### src/rtl/l2_adapter_pkg.sv
// Shared constants and state encoding for the L2 line <-> memory burst adapter.
// A 256-bit cache line is carried as a 4 x 64-bit burst.
package l2_adapter_pkg;

    localparam int BEATS    = 4;
    localparam int BEAT_W   = 64;
    localparam int LINE_W   = BEAT_W * BEATS;
    localparam int OFFSET_W = 5;
    localparam int CNT_W    = $clog2(BEATS);

    typedef enum logic [2:0] {
        IDLE,
        RD,
        WR,
        DONE,
        RELEASE
    } adapter_state_e;

endpackage

### src/rtl/l2_cacheline_adapter.sv
// Memory-side responder for the L2 line port: one line read/write becomes a
// 4-beat burst to physical memory, answered by a single-cycle line_resp.
module l2_cacheline_adapter
    import l2_adapter_pkg::*;
#(
    parameter int ADDR_W = 32
) (
    input  logic                clk,
    input  logic                rst,
    input  logic [ADDR_W-1:0]   line_address,
    input  logic [LINE_W-1:0]   line_wdata,
    input  logic                line_read,
    input  logic                line_write,
    output logic [LINE_W-1:0]   line_rdata,
    output logic                line_resp,
    output logic [ADDR_W-1:0]   burst_address,
    output logic [BEAT_W-1:0]   burst_wdata,
    input  logic [BEAT_W-1:0]   burst_rdata,
    output logic                burst_read,
    output logic                burst_write,
    input  logic                burst_resp
);

    adapter_state_e    r_state;
    adapter_state_e    w_state_nxt;
    logic [CNT_W-1:0]  r_beat_cnt;
    logic [CNT_W-1:0]  w_cnt_inc;
    logic [LINE_W-1:0] r_wline;
    logic              w_beat_go;
    logic              w_last_beat;
    logic              w_accept;
    logic              w_unused_offset;

    // The line offset bits never reach memory; bursts are always line-aligned.
    assign w_unused_offset = ^line_address[OFFSET_W-1:0];

    assign w_beat_go   = burst_resp && (r_state == RD || r_state == WR);
    assign w_last_beat = w_beat_go && (r_beat_cnt == CNT_W'(BEATS - 1));
    assign w_cnt_inc   = r_beat_cnt + CNT_W'(1);
    assign w_accept    = (r_state == IDLE) && (line_read || line_write);

    always_comb begin
        w_state_nxt = r_state;
        case (r_state)
            IDLE: begin
                if (line_write)
                    w_state_nxt = WR;
                else if (line_read)
                    w_state_nxt = RD;
            end
            RD, WR: begin
                if (w_last_beat)
                    w_state_nxt = DONE;
            end
            DONE: w_state_nxt = RELEASE;
            // Hold here until the L2 drops its request so it is not taken twice.
            RELEASE: begin
                if (!line_read && !line_write)
                    w_state_nxt = IDLE;
            end
            default: w_state_nxt = IDLE;
        endcase
    end

    always_ff @(posedge clk or posedge rst) begin
        if (rst)
            r_state <= IDLE;
        else
            r_state <= w_state_nxt;
    end

    // Outputs are registered from the next state so they are Moore and glitch-free.
    always_ff @(posedge clk or posedge rst) begin
        if (rst) begin
            r_beat_cnt    <= '0;
            r_wline       <= '0;
            line_rdata    <= '0;
            line_resp     <= 1'b0;
            burst_read    <= 1'b0;
            burst_write   <= 1'b0;
            burst_address <= '0;
            burst_wdata   <= '0;
        end else begin
            burst_read  <= (w_state_nxt == RD);
            burst_write <= (w_state_nxt == WR);
            line_resp   <= (w_state_nxt == DONE);

            if (w_accept)
                burst_address <= {line_address[ADDR_W-1:OFFSET_W], {OFFSET_W{1'b0}}};

            if (r_state == IDLE && line_write) begin
                r_wline     <= line_wdata;
                burst_wdata <= line_wdata[BEAT_W-1:0];
            end

            if (w_beat_go) begin
                r_beat_cnt <= w_cnt_inc;
                if (r_state == RD)
                    line_rdata[int'(r_beat_cnt)*BEAT_W +: BEAT_W] <= burst_rdata;
                if (r_state == WR && !w_last_beat)
                    burst_wdata <= r_wline[int'(w_cnt_inc)*BEAT_W +: BEAT_W];
            end
        end
    end

endmodule
### config.mk
export PLATFORM = sky130hd
export DESIGN_NAME = l2_cacheline_adapter
export DESIGN_NICKNAME = d
export VERILOG_FILES = /design/src/rtl/l2_adapter_pkg.sv /design/src/rtl/l2_cacheline_adapter.sv
export SDC_FILE = /design/constraint.sdc
export NUM_CORES = 1
export LEC_CHECK = 0
export ABC_AREA = 0
export CAP_MARGIN = 20
export CELL_PAD_IN_SITES_DETAIL_PLACEMENT = 0
export CELL_PAD_IN_SITES_GLOBAL_PLACEMENT = 1
export CORE_AREA = 2 2 280 282
export DETAILED_ROUTE_END_ITERATION = 12
export DIE_AREA = 0 0 282 284
export HOLD_SLACK_MARGIN = 0.15
export PLACE_DENSITY = 0.74
export RECOVER_POWER = 25
export REMOVE_ABC_BUFFERS = 1
export SETUP_SLACK_MARGIN = 0.05
export SYNTH_ARGS = -nofsm -noshare
export SYNTH_HDL_FRONTEND = slang
export SYNTH_SLANG_ARGS = --single-unit
### constraint.sdc
create_clock -name clk -period 22.4 [get_ports clk]
set_clock_uncertainty 0.05 [all_clocks]
set_input_delay 3.36 -clock clk [delete_from_list [all_inputs] [get_ports clk]]
set_output_delay 3.36 -clock clk [all_outputs]
set_load 0.01 [all_outputs]
-- After elaboration in Yosys (flattened, before gate mapping)
Index checks and enable logic that the tools add are counted.
- bits in registers: 611
- input port bits: 357
- output and inout port bits: 355
- word-level logic and storage cells: 45
- shifts and indexed selects: 3
- add/subtract/negate cells: 2
- eq/ne operators: 8
- muxes and demuxes: 9
- reductions and logical operators: 14
- operators with widths (operator ; number):
    bitwise mux 256 bit ; 1
    variable shift 64 x 33 -> 256 bit (first input constant) ; 1
    indexed part select 256 x 9 -> 64 bit ; 1
    indexed part select 64 x 33 -> 256 bit ; 1
    two-way mux 64 bit ; 3
    negator 8 -> 33 bit ; 1
    == test 3 x 2 -> 1 bit (second input constant) ; 4
    two-way mux 3 bit ; 4
    one-hot mux 3 bit (4 select lines) ; 1
    == test 3 x 1 -> 1 bit (second input constant) ; 2
    logical AND 1 bit ; 6
    == test 3 bit (second input constant) ; 1
    logical NOT 1 bit ; 3
    logical NOT 3 bit ; 1
    adder 2 x 1 -> 2 bit (second input constant) ; 1
    == test 2 bit (second input constant) ; 1
    logical OR 1 bit ; 2
    AND reduction 2 bit ; 1
    OR reduction 2 bit ; 1

-- Logic depth before layout (Yosys ltp)
Gate-level depths: netlist of run 1.
- depth after elaboration: 8
- mapped depth: 9
- gate-level depth less buffers: 5

-- Least setup slack after synthesis of run 1
Ideal clock, no wire load.
- path type: in2reg
- from: in line_write
- to: reg burst_wdata[53]
- buffers on the path: 2
- stages: 5
- required time: 22.222 ns
- setup time: 0.128 ns
- setup slack: 17.636 ns
- arrival: 4.586 ns
- path through: nor4b_4 buf_4 buf_4 mux2_2 mux2_1
- cells in the longest elaborated chain, start to end: 4
- ends and longest elaborated chain (item ; line ; source):
    start: declaration ; l2_cacheline_adapter.sv:13 ; input logic line_write,
    logical AND 1 bit (*) ; l2_cacheline_adapter.sv:91 ; if (r_state == IDLE && line_write) begin
    two-way mux 64 bit (*) ; l2_cacheline_adapter.sv:91 ;
    two-way mux 64 bit ; l2_cacheline_adapter.sv:100 ; if (r_state == WR && !w_last_beat)
    two-way mux 64 bit (*) ; l2_cacheline_adapter.sv:96 ; if (w_beat_go) begin
    end signal: assignment ; l2_cacheline_adapter.sv:93 ; burst_wdata <= line_wdata[BEAT_W-1:0];
    end signal: assignment ; l2_cacheline_adapter.sv:101 ; burst_wdata <= r_wline[int'(w_cnt_inc)*BEAT_W +: BEAT_W];
    end: declaration ; l2_cacheline_adapter.sv:17 ; output logic [BEAT_W-1:0] burst_wdata,
Mark *: on every way between the ends. The rest lies on a longest branch, timed or not.
A chain may end at the register's enable or synchronous reset.

==> results.json, run 1 <==
{
  "regArea_mm2": 0.01529,
  "grt_first_pass_wirelength_um": 129700,
  "rsz0062_at_grt": "no",
  "ys_ff_latch": 611,
  "ioPinCount": 712,
  "die-area_mm2": 0.08009,
  "grt.overflow.total": 0,
  "port_buffers": 701,
  "syn_to_final_growth_pct": 38.02,
  "setup_viol": 0,
  "ant_nets": 0,
  "leakagePower_nw": 15.46,
  "critPathKind": "in -> async",
  "grt_max_degree": 196,
  "fin_tns_setup_ns": 0,
  "drt-wirelength-per-cell_um": 22.63,
  "hold_buffers": 0,
  "cts_tree": "built",
  "finalCritPeriodShare": 0.5527,
  "crit_arrival_ns": 12.81,
  "grtUsageTotal": 0.2118,
  "cts_buffer_depth": 3,
  "initial_core_util": 0.3454,
  "firstDrtPassIters": 5,
  "die_height_um": 284,
  "drive_gt1_frac": 0.1523,
  "vias_per_cell": 4.955,
  "rows": 102,
  "ys_seq_area_frac": 0.5751,
  "grt_pass1_vias": 20367,
  "worst_slew_pin_slew_ns": 4.131,
  "slew_headroom": -1.754,
  "cp_max_fo": 176,
  "place_ws_ns": 15.37,
  "r2r_cells": 6,
  "cts_setup_buffers": 0,
  "hp-class": "reg -> reg",
  "cts-root-buf": "clkbuf_16",
  "synth_warnings": 0,
  "ir_worst_vdd_mv": 0.07975,
  "synthCells": 2061,
  "cp-start-kind": "input port",
  "cp.required_ns": 22.83,
  "multiInputGateArea_mm2": 0.009474,
  "syn_avg_cell_area_um2": 12.90,
  "max_clock_freq_ghz": 0.08078,
  "htreeDepth": 3,
  "die_x_um": 282,
  "drtIter0Drc": 1075,
  "hold_depth": 1,
  "numCtsBuffers": 72,
  "dp.final_hpwl_um": 56230,
  "place_congestion": 0.8475,
  "final-hold-violation-count": 0,
  "grt_antenna_before_repair": 18,
  "violations": "max-capacitance violations, max-slew violations",
  "cp-end-kind": "asynchronous set/reset pin",
  "drc": 0,
  "clock_sinks": 611,
  "cap_violations": 4,
  "vias": 18855,
  "slew_violations": 240,
  "clk_pin_slew_ns": 0.06,
  "drt_wl_total_um": 86090,
  "synth_cell_types": 30,
  "post-route-min-period_ns": 12.38,
  "cts_resized": 0,
  "coreArea_mm2": 0.07696,
  "outcome": "finished, violations left",
  "fillCellCount": 6949,
  "clk_latency_ns": 0.61,
  "nNetsFinal": 3063,
  "synth_area_mm2": 0.02658,
  "p_per_area_mw_per_mm2": 149.1,
  "setup_ws_ns": 10.02
}
[synthesized netlist by cell type]
cell / instances / share of area
and2_1: 3 / 0.00071
and3b_1: 1 / 0.00033
and4b_1: 1 / 0.00038
buf_1: 18 / 0.0025
buf_2: 55 / 0.010
buf_4: 13 / 0.0037
buf_6: 23 / 0.0097
clkbuf_1: 55 / 0.0078
clkbuf_2: 1 / 0.00019
conb_1: 1 / 0.00014
dfrtp_1: 611 / 0.58
ha_1: 5 / 0.0024
inv_1: 260 / 0.037
mux2_1: 202 / 0.086
mux2_2: 210 / 0.089
mux2i_1: 64 / 0.024
mux4_2: 64 / 0.054
nand2_1: 68 / 0.0096
nand3_1: 2 / 0.00038
nand4_1: 192 / 0.045
nor2_1: 6 / 0.00085
nor2b_1: 2 / 0.00047
nor3b_1: 3 / 0.00085
nor4_4: 1 / 0.00080
nor4b_4: 1 / 0.00089
nor4bb_1: 1 / 0.00038
o21ai_0: 195 / 0.037
or4b_2: 1 / 0.00038
xnor2_1: 1 / 0.00033
xor2_1: 1 / 0.00033
[routing by layer]
layer / vias to the layer above / global-route usage / share of wire
li1: 8456 / - / -
met1: 9563 / 0.2536 / 0.39
met2: 705 / 0.3446 / 0.47
met3: 111 / 0.09246 / 0.12
met4: 20 / 0.05984 / 0.022
met5: - / 0 / 0.0016
[cell families (layout without fill, tap and decap cells)]
family	count (synthesis)	count (layout)	synth area share
mux	540	540	0.2528
compound gates	195	195	0.03671
flops	611	611	0.5751
xor+xnor	2	2	0.0006590
other cells	1	13	0.0001411
buf+inv	425	1117	0.07097
fa+ha+maj	5	5	0.002353
simple gates	282	282	0.06118
[critical path, cell delays in order]
cell           delay [ns]
dlygate4sd3_1        0.55
clkinvlp_2           1.70
clkbuf_1             3.01
clkbuf_1             0.78
clkbuf_1             2.52
buf_12               0.67
[layout make-up]
| class | instances | share of cell area |
|---|---|---|
| antenna | 8 | 0.0005456 |
| clock buffer | 107 | 0.05770 |
| clock inverter | 23 | 0.006820 |
| inverter | 260 | 0.02663 |
| multi-input combinational | 1029 | 0.2582 |
| sequential | 611 | 0.4168 |
| tap | 1040 | 0.03546 |
| timing repair buffer | 727 | 0.1978 |
[sequential cells by signal (all words and copies together), names as in the netlist]
| register | cells |
|---|---|
| r_wline | 256 |
| burst_read | 1 |
| burst_write | 1 |
| r_state | 3 |
| r_beat_cnt | 2 |
| line_rdata | 256 |
| burst_address | 27 |
| burst_wdata | 64 |
| line_resp | 1 |
[layout by cell type (no fill, tap or decap), types with 2 or more instances in the layout]
cell	netlist	routed
mux2i_1	64	64
nor3b_2	0	3
ha_2	0	2
buf_4	13	15
nand2_1	68	68
clkbuf_1	55	26
buf_12	0	4
mux2_1	202	202
conb_1	1	5
and2_2	0	2
inv_1	260	259
ha_1	5	2
mux4_2	64	64
clkdlybuf4s50_1	0	698
dlygate4sd3_1	0	3
mux2_2	210	210
nand4_1	192	192
o21ai_0	195	195
clkinv_2	0	9
dfrtp_1	611	610
bufinv_16	0	2
diode_2	0	8
clkbuf_16	0	75
nor2_1	6	6
nor2b_1	2	2
inv_6	0	2
clkinvlp_4	0	4
inv_8	0	2
clkbuf_8	0	12
[power breakdown]
part / internal [mW] / switching (mW)
Clock: 0.685 / 0.484
Combinational: 1.26 / 1.08
Sequential: 1.65 / 0.314
Total: 3.59 / 1.88
[stage by stage]
step / utilization / power [mW] / instances / hold slack [ns] / area [µm²]
global route: 0.4766 / 5.805 / 3799 / 0.4388 / 36680
CTS: 0.4766 / 5.550 / 3794 / 0.4321 / 36680
floorplan: - / 3.225 / 1900 / 0.4026 / 25690
detailed placement: 0.4458 / 4.345 / 3664 / 0.4198 / 34310
global placement: 0.4458 / 4.263 / 3664 / 0.4115 / 34310
finish: 0.4768 / 5.471 / 3805 / 0.4299 / 36690
[worst paths after layout]
path,start,slack (ns),endpoint
min in group asynchronous,rst,4.02,line_rdata[219]
worst min register to register,r_wline[211],0.43,r_wline[211]
worst min-delay path,r_wline[211],0.43,r_wline[211]
worst max register to register,r_state[1],17.43,burst_wdata[41]
worst max-delay path,rst,10.02,r_beat_cnt[0]
max in group clk,line_write,14.77,burst_wdata[41]
Power figures use the tool's default switching activity.
==> run 2: changes to the inputs <==
Settings changed: CORE_AREA 2 2 280 282 to unset, CORE_UTILIZATION set to 35, DIE_AREA 0 0 282 284 to unset, PLACE_DENSITY 0.74 to 0.78.
Clock period 22.4 ns to 10.81 ns, I/O delays scaled along.
==> run 2 against run 1 <==
  * The run still ends with max-capacitance violations, max-slew violations left
  * Critical path type is now reg -> reg
  * Combinational power rose by 100%
  * Count of clock-buffer cells in the layout did not move
  * Final area fell by 0.33%
  * Critical path depth did not move
  * Core utilization rose by 1.2 points
  * Largest power group unchanged
  * Highest routed layer unchanged
  * Sequential power rose by 110%
==> results.json, run 2 (same netlist as run 1, synthesis figures left out) <==
{
  "outcome": "finished, violations left",
  "violations": "max-capacitance violations, max-slew violations",
  "coreArea_mm2": 0.07482,
  "crit_arrival_ns": 6.90,
  "die-area_mm2": 0.07706,
  "slew_headroom": -1.628,
  "vias": 18941,
  "finalCritPeriodShare": 0.5953,
  "pwr-share-seq": 0.360,
  "die_x_um": 277.6,
  "r2r_cells": 6,
  "p_clk_frac": 0.216,
  "grt.overflow.total": 0,
  "cts_resized": 0,
  "cts_setup_buffers": 0,
  "nNetsFinal": 3061,
  "rrSetupSlack_ns": 4.38,
  "pwr-share-comb": 0.424,
  "ir_worst_vdd_mv": 0.1782,
  "worst_slew_pin_slew_ns": 3.942,
  "vias_per_cell": 5.074,
  "final_common_cell": "clkdlybuf4s50_1",
  "dp.final_hpwl_um": 54790,
  "setup_viol": 0,
  "netSwitchingPower_mw": 3.854,
  "drc": 0,
  "drt-wirelength-per-cell_um": 22.52,
  "drtIter0Drc": 1068,
  "power_mw": 11.29,
  "ioPinCount": 712,
  "rsz0062_at_grt": "no",
  "critPathKind": "reg -> reg",
  "ant_nets": 0,
  "final-hold-violation-count": 0,
  "grt_first_pass_wirelength_um": 128900,
  "critical_path.endpoint": "line_rdata[212]",
  "cts_buffer_depth": 3,
  "startpoint": "r_beat_cnt[0]",
  "clk_latency_ns": 0.60,
  "fin_area_mm2": 0.03657,
  "cap_violations": 5,
  "cts_tree": "built",
  "cp-end-kind": "flop",
  "numCtsBuffers": 71,
  "die_height_um": 277.6,
  "firstDrtPassIters": 5,
  "final_cell_mix": "clkdlybuf4s50_1 (638), dfrtp_1 (611), inv_1 (259)",
  "place_congestion": 0.8212,
  "r2r_start": "r_beat_cnt[0]",
  "fin_tns_setup_ns": 0,
  "leakagePower_nw": 15.45,
  "top_regs": "line_rdata x256, r_wline x256, burst_wdata x64",
  "syn_to_final_growth_pct": 37.56,
  "drive_gt1_frac": 0.1513,
  "post-route-min-period_ns": 6.435,
  "hold_buffers": 0,
  "max_clock_freq_ghz": 0.1554,
  "clock_sinks": 611,
  "final_util": 0.4888,
  "clk_pin_slew_ns": 0.06,
  "grt_max_degree": 196,
  "cp_max_fo": 64,
  "drt_wl_total_um": 84070,
  "postPlaceCellArea_mm2": 0.03422,
  "p_per_area_mw_per_mm2": 308.8,
  "initial_core_util": 0.3553,
  "regToRegEndpoint": "line_rdata[212]",
  "hold_depth": 1,
  "rows": 100,
  "grt_pass1_vias": 20717,
  "cp-start-kind": "flop",
  "hp-class": "reg -> reg",
  "grtUsageTotal": 0.2178,
  "cts-root-buf": "clkbuf_16",
  "grt_antenna_before_repair": 12,
  "port_buffers": 701,
  "htreeDepth": 3,
  "intPower_mw": 7.440,
  "switching_share": 0.3412,
  "slew_violations": 242,
  "cp.required_ns": 11.27
}
run 2: cell count changes in the layout (fill, tap and decap cells not counted), sizes merged:
cell and delta:
buf +2, diode -1, bufinv +3, inv -2, clkinv +5, clkdlybuf4s50 -60, clkinvlp -5, clkbuf -3
dlygate4sd3 +60
run 2: routing by layer:
layer | vias up | track usage | part of all wire
met4 | 10 | 0.07735 | 0.029
met2 | 739 | 0.3621 | 0.48
met1 | 9569 | 0.2540 | 0.38
met3 | 156 | 0.08625 | 0.10
li1 | 8467 | - | -
met5 | - | 0 | 0.00087
run 2: through the flow:
step                      setup WS [ns]  std cells  hold WS, ns
after global routing              3.565       3728       0.4419
final                             4.375       3733       0.4292
after floorplan                  -7.968       1900       0.4026
after CTS                         6.672       3726       0.4319
after global placement            6.100       3595       0.4120
after detailed placement          6.030       3595       0.4201
run 2: worst min path at each step:
stage	start	end	slack, ns
after floorplan	r_wline[192]	r_wline[192]	0.40
after global placement	r_wline[160]	r_wline[160]	0.41
after detailed placement	r_wline[215]	r_wline[215]	0.42
after CTS	r_wline[165]	r_wline[165]	0.43
after global routing	r_wline[102]	r_wline[102]	0.44
final	r_wline[38]	r_wline[38]	0.43
run 2: cell type report:
| type | instances | area, µm² |
|---|---|---|
| fill | 6479 | 38250 |
| multi-input combinational | 1029 | 9459 |
| clock inverter | 24 | 311.5 |
| antenna | 7 | 17.52 |
| sequential | 611 | 15290 |
| timing repair buffer | 726 | 7231 |
| inverter | 260 | 983.4 |
| tap | 969 | 1212 |
| clock buffer | 107 | 2066 |
run 2: critical path, cell delays in order, from the launching register on:
cell and delay (ns):
dfrtp_1 1.59, inv_1 0.29, ha_1 0.69, nor3b_1 0.31
clkbuf_1 2.75, nand2_1 0.25, mux2i_1 0.29
run 2: power by group through the flow:
stage | clock, mW | combinational, mW | sequential, mW
after global placement | 0 | 4.77 | 4.03
final | 2.44 | 4.79 | 4.06
after global routing | 2.60 | 5.14 | 4.21
after floorplan | 0 | 2.41 | 4.27
after CTS | 2.51 | 4.90 | 4.08
after detailed placement | 0 | 4.87 | 4.09
==> run 3: changes to the inputs <==
Settings changed: CORE_AREA set to 2 2 280 282, CORE_UTILIZATION 35 to unset, DIE_AREA set to 0 0 282 284, PLACE_DENSITY 0.78 to 0.74.
Clock period 10.81 ns to 6.7 ns, I/O delays scaled along.
==> run 3 against run 2 <==
  * The run still ends with max-capacitance violations, max-slew violations left
  * Total power increased by 62%
  * Critical path depth decreased by 1
  * Global-route usage shrank 0.22 points
  * Count of clock-buffer cells in the layout fell by 9
  * Clock power grew 56%
  * Final area increased by 0.23%
  * Critical endpoint is now burst_wdata[23]
  * Largest cell class unchanged
==> results.json, run 3 (same netlist as run 1, synthesis figures left out) <==
{
  "outcome": "finished, violations left",
  "violations": "max-capacitance violations, max-slew violations",
  "syn_to_final_growth_pct": 37.87,
  "leakagePower_nw": 15.47,
  "cts_setup_buffers": 0,
  "rows": 102,
  "intPower_mw": 11.96,
  "critical_path.endpoint": "burst_wdata[23]",
  "crit_arrival_ns": 4.43,
  "drt_wl_total_um": 87420,
  "p_per_area_mw_per_mm2": 497.7,
  "r2r_cells": 4,
  "cp_max_fo": 61,
  "cap_violations": 2,
  "drt-wirelength-per-cell_um": 23.02,
  "setup_viol": 0,
  "grt_max_degree": 196,
  "clock_sinks": 611,
  "cp-start-kind": "input port",
  "ir_worst_vdd_mv": 0.3121,
  "vias": 18886,
  "die_height_um": 284,
  "clk_latency_ns": 0.60,
  "htreeDepth": 3,
  "firstDrtPassIters": 4,
  "cts_resized": 0,
  "worstPathCellList": "dlygate4sd3_1, nor4b_1, buf_4, mux2_2, mux2_2",
  "rrSetupSlack_ns": 3.04,
  "grt.overflow.total": 0,
  "top_regs": "line_rdata x256, r_wline x256, burst_wdata x64",
  "cts-root-buf": "clkbuf_16",
  "final_util": 0.4763,
  "hold_buffers": 0,
  "hp-class": "reg -> reg",
  "fillCellCount": 6857,
  "drive_gt1_frac": 0.1561,
  "grt_pass1_vias": 20531,
  "pwr-share-seq": 0.358,
  "grt_antenna_before_repair": 25,
  "cpMaxStageDelayCell": "nor4b_1",
  "rsz0062_at_grt": "no",
  "clk_pin_slew_ns": 0.05,
  "p_clk_frac": 0.209,
  "slew_violations": 32,
  "numCtsBuffers": 71,
  "netSwitchingPower_mw": 6.284,
  "cp.required_ns": 7.11,
  "cts_tree": "built",
  "fin_cells": 3798,
  "nNetsFinal": 3064,
  "path_depth": 5,
  "port_buffers": 701,
  "drc": 0,
  "coreArea_mm2": 0.07696,
  "switching_share": 0.3445,
  "grtUsageTotal": 0.2156,
  "place_ws_ns": 2.409,
  "dp.final_hpwl_um": 57340,
  "grt_first_pass_wirelength_um": 131500,
  "place_inst": 3668,
  "place_congestion": 0.8441,
  "r2r_start": "r_state[1]",
  "final_common_cell": "clkdlybuf4s50_1",
  "critPathTopFamily": "buffers and inverters",
  "final-hold-violation-count": 0,
  "die_x_um": 282,
  "cts_buffer_depth": 3,
  "critPathKind": "in -> reg",
  "pwr-share-comb": 0.433,
  "vias_per_cell": 4.973,
  "worst_slew_pin_slew_ns": 1.613,
  "setup_ws_ns": 2.684,
  "power_mw": 18.24,
  "cpMostUsedCell": "mux2_2",
  "final_cell_mix": "clkdlybuf4s50_1 (689), dfrtp_1 (610), inv_1 (259)",
  "ant_nets": 0,
  "drtIter0Drc": 970,
  "slew_headroom": -0.09020,
  "finalCritPeriodShare": 0.5994,
  "crit_buf_inv": 2,
  "slowest_delay_ns": 1.28,
  "post-route-min-period_ns": 4.016,
  "regToRegEndpoint": "burst_wdata[23]",
  "ioPinCount": 712,
  "die-area_mm2": 0.08009,
  "max_clock_freq_ghz": 0.2490,
  "fin_tns_setup_ns": 0,
  "cp-end-kind": "flop",
  "initial_core_util": 0.3454,
  "startpoint": "line_write"
}
run 3: cell types whose count changed in the layout (fill, tap and decap cells not counted), moves of 3 or more:
cell and change:
dlygate4sd3_1 -51, clkdlybuf4s50_1 +51, bufinv_16 -3, clkbuf_1 -17
clkinv_4 +3, clkbuf_16 -3, clkbuf_8 +10
run 3: per-layer routing:
| layer | track usage | wire length [µm] | vias up |
|---|---|---|---|
| met1 | 0.2592 | 33870 | 9527 |
| met5 | 0 | 173 | - |
| met3 | 0.08900 | 9628 | 144 |
| li1 | - | - | 8457 |
| met2 | 0.3443 | 40900 | 732 |
| met4 | 0.08072 | 2846 | 26 |
run 3: area by class of cell:
cell class	count	area (µm²)	area share
flip-flops and latches	611	15290	0.4173
clock buffers	98	2068	0.05643
diodes	9	22.52	0.0006145
well taps	1040	1301	0.03550
multi-input cells	1029	9478	0.2586
clock inverters	22	203.9	0.005564
inverters	260	983.4	0.02683
repair buffers	729	7302	0.1992
run 3: worst min-delay path by stage:
stage | cells past startpoint | end | start | slack, ns
after global routing | 1 | r_wline[200] | r_wline[200] | 0.44
after floorplan | 1 | r_wline[192] | r_wline[192] | 0.40
after global placement | 1 | r_wline[196] | r_wline[196] | 0.41
final | 1 | r_wline[216] | r_wline[216] | 0.43
after CTS | 1 | r_wline[200] | r_wline[200] | 0.43
after detailed placement | 1 | r_wline[65] | r_wline[65] | 0.42
run 3: power groups by stage:
stage,clock (mW),combinational (mW),sequential (mW)
floorplan,0,3.89,6.89
global placement,0,7.83,6.45
detailed placement,0,7.99,6.56
CTS,3.93,8.03,6.54
global route,4.08,8.50,6.75
finish,3.81,7.91,6.53
run 3: per-stage QoR:
step / instance area (µm²) / hold slack, ns
after global placement: 34350 / 0.4125
after global routing: 36640 / 0.4433
after floorplan: 25690 / 0.4026
after detailed placement: 34350 / 0.4196
after CTS: 36630 / 0.4341
final: 36650 / 0.4285
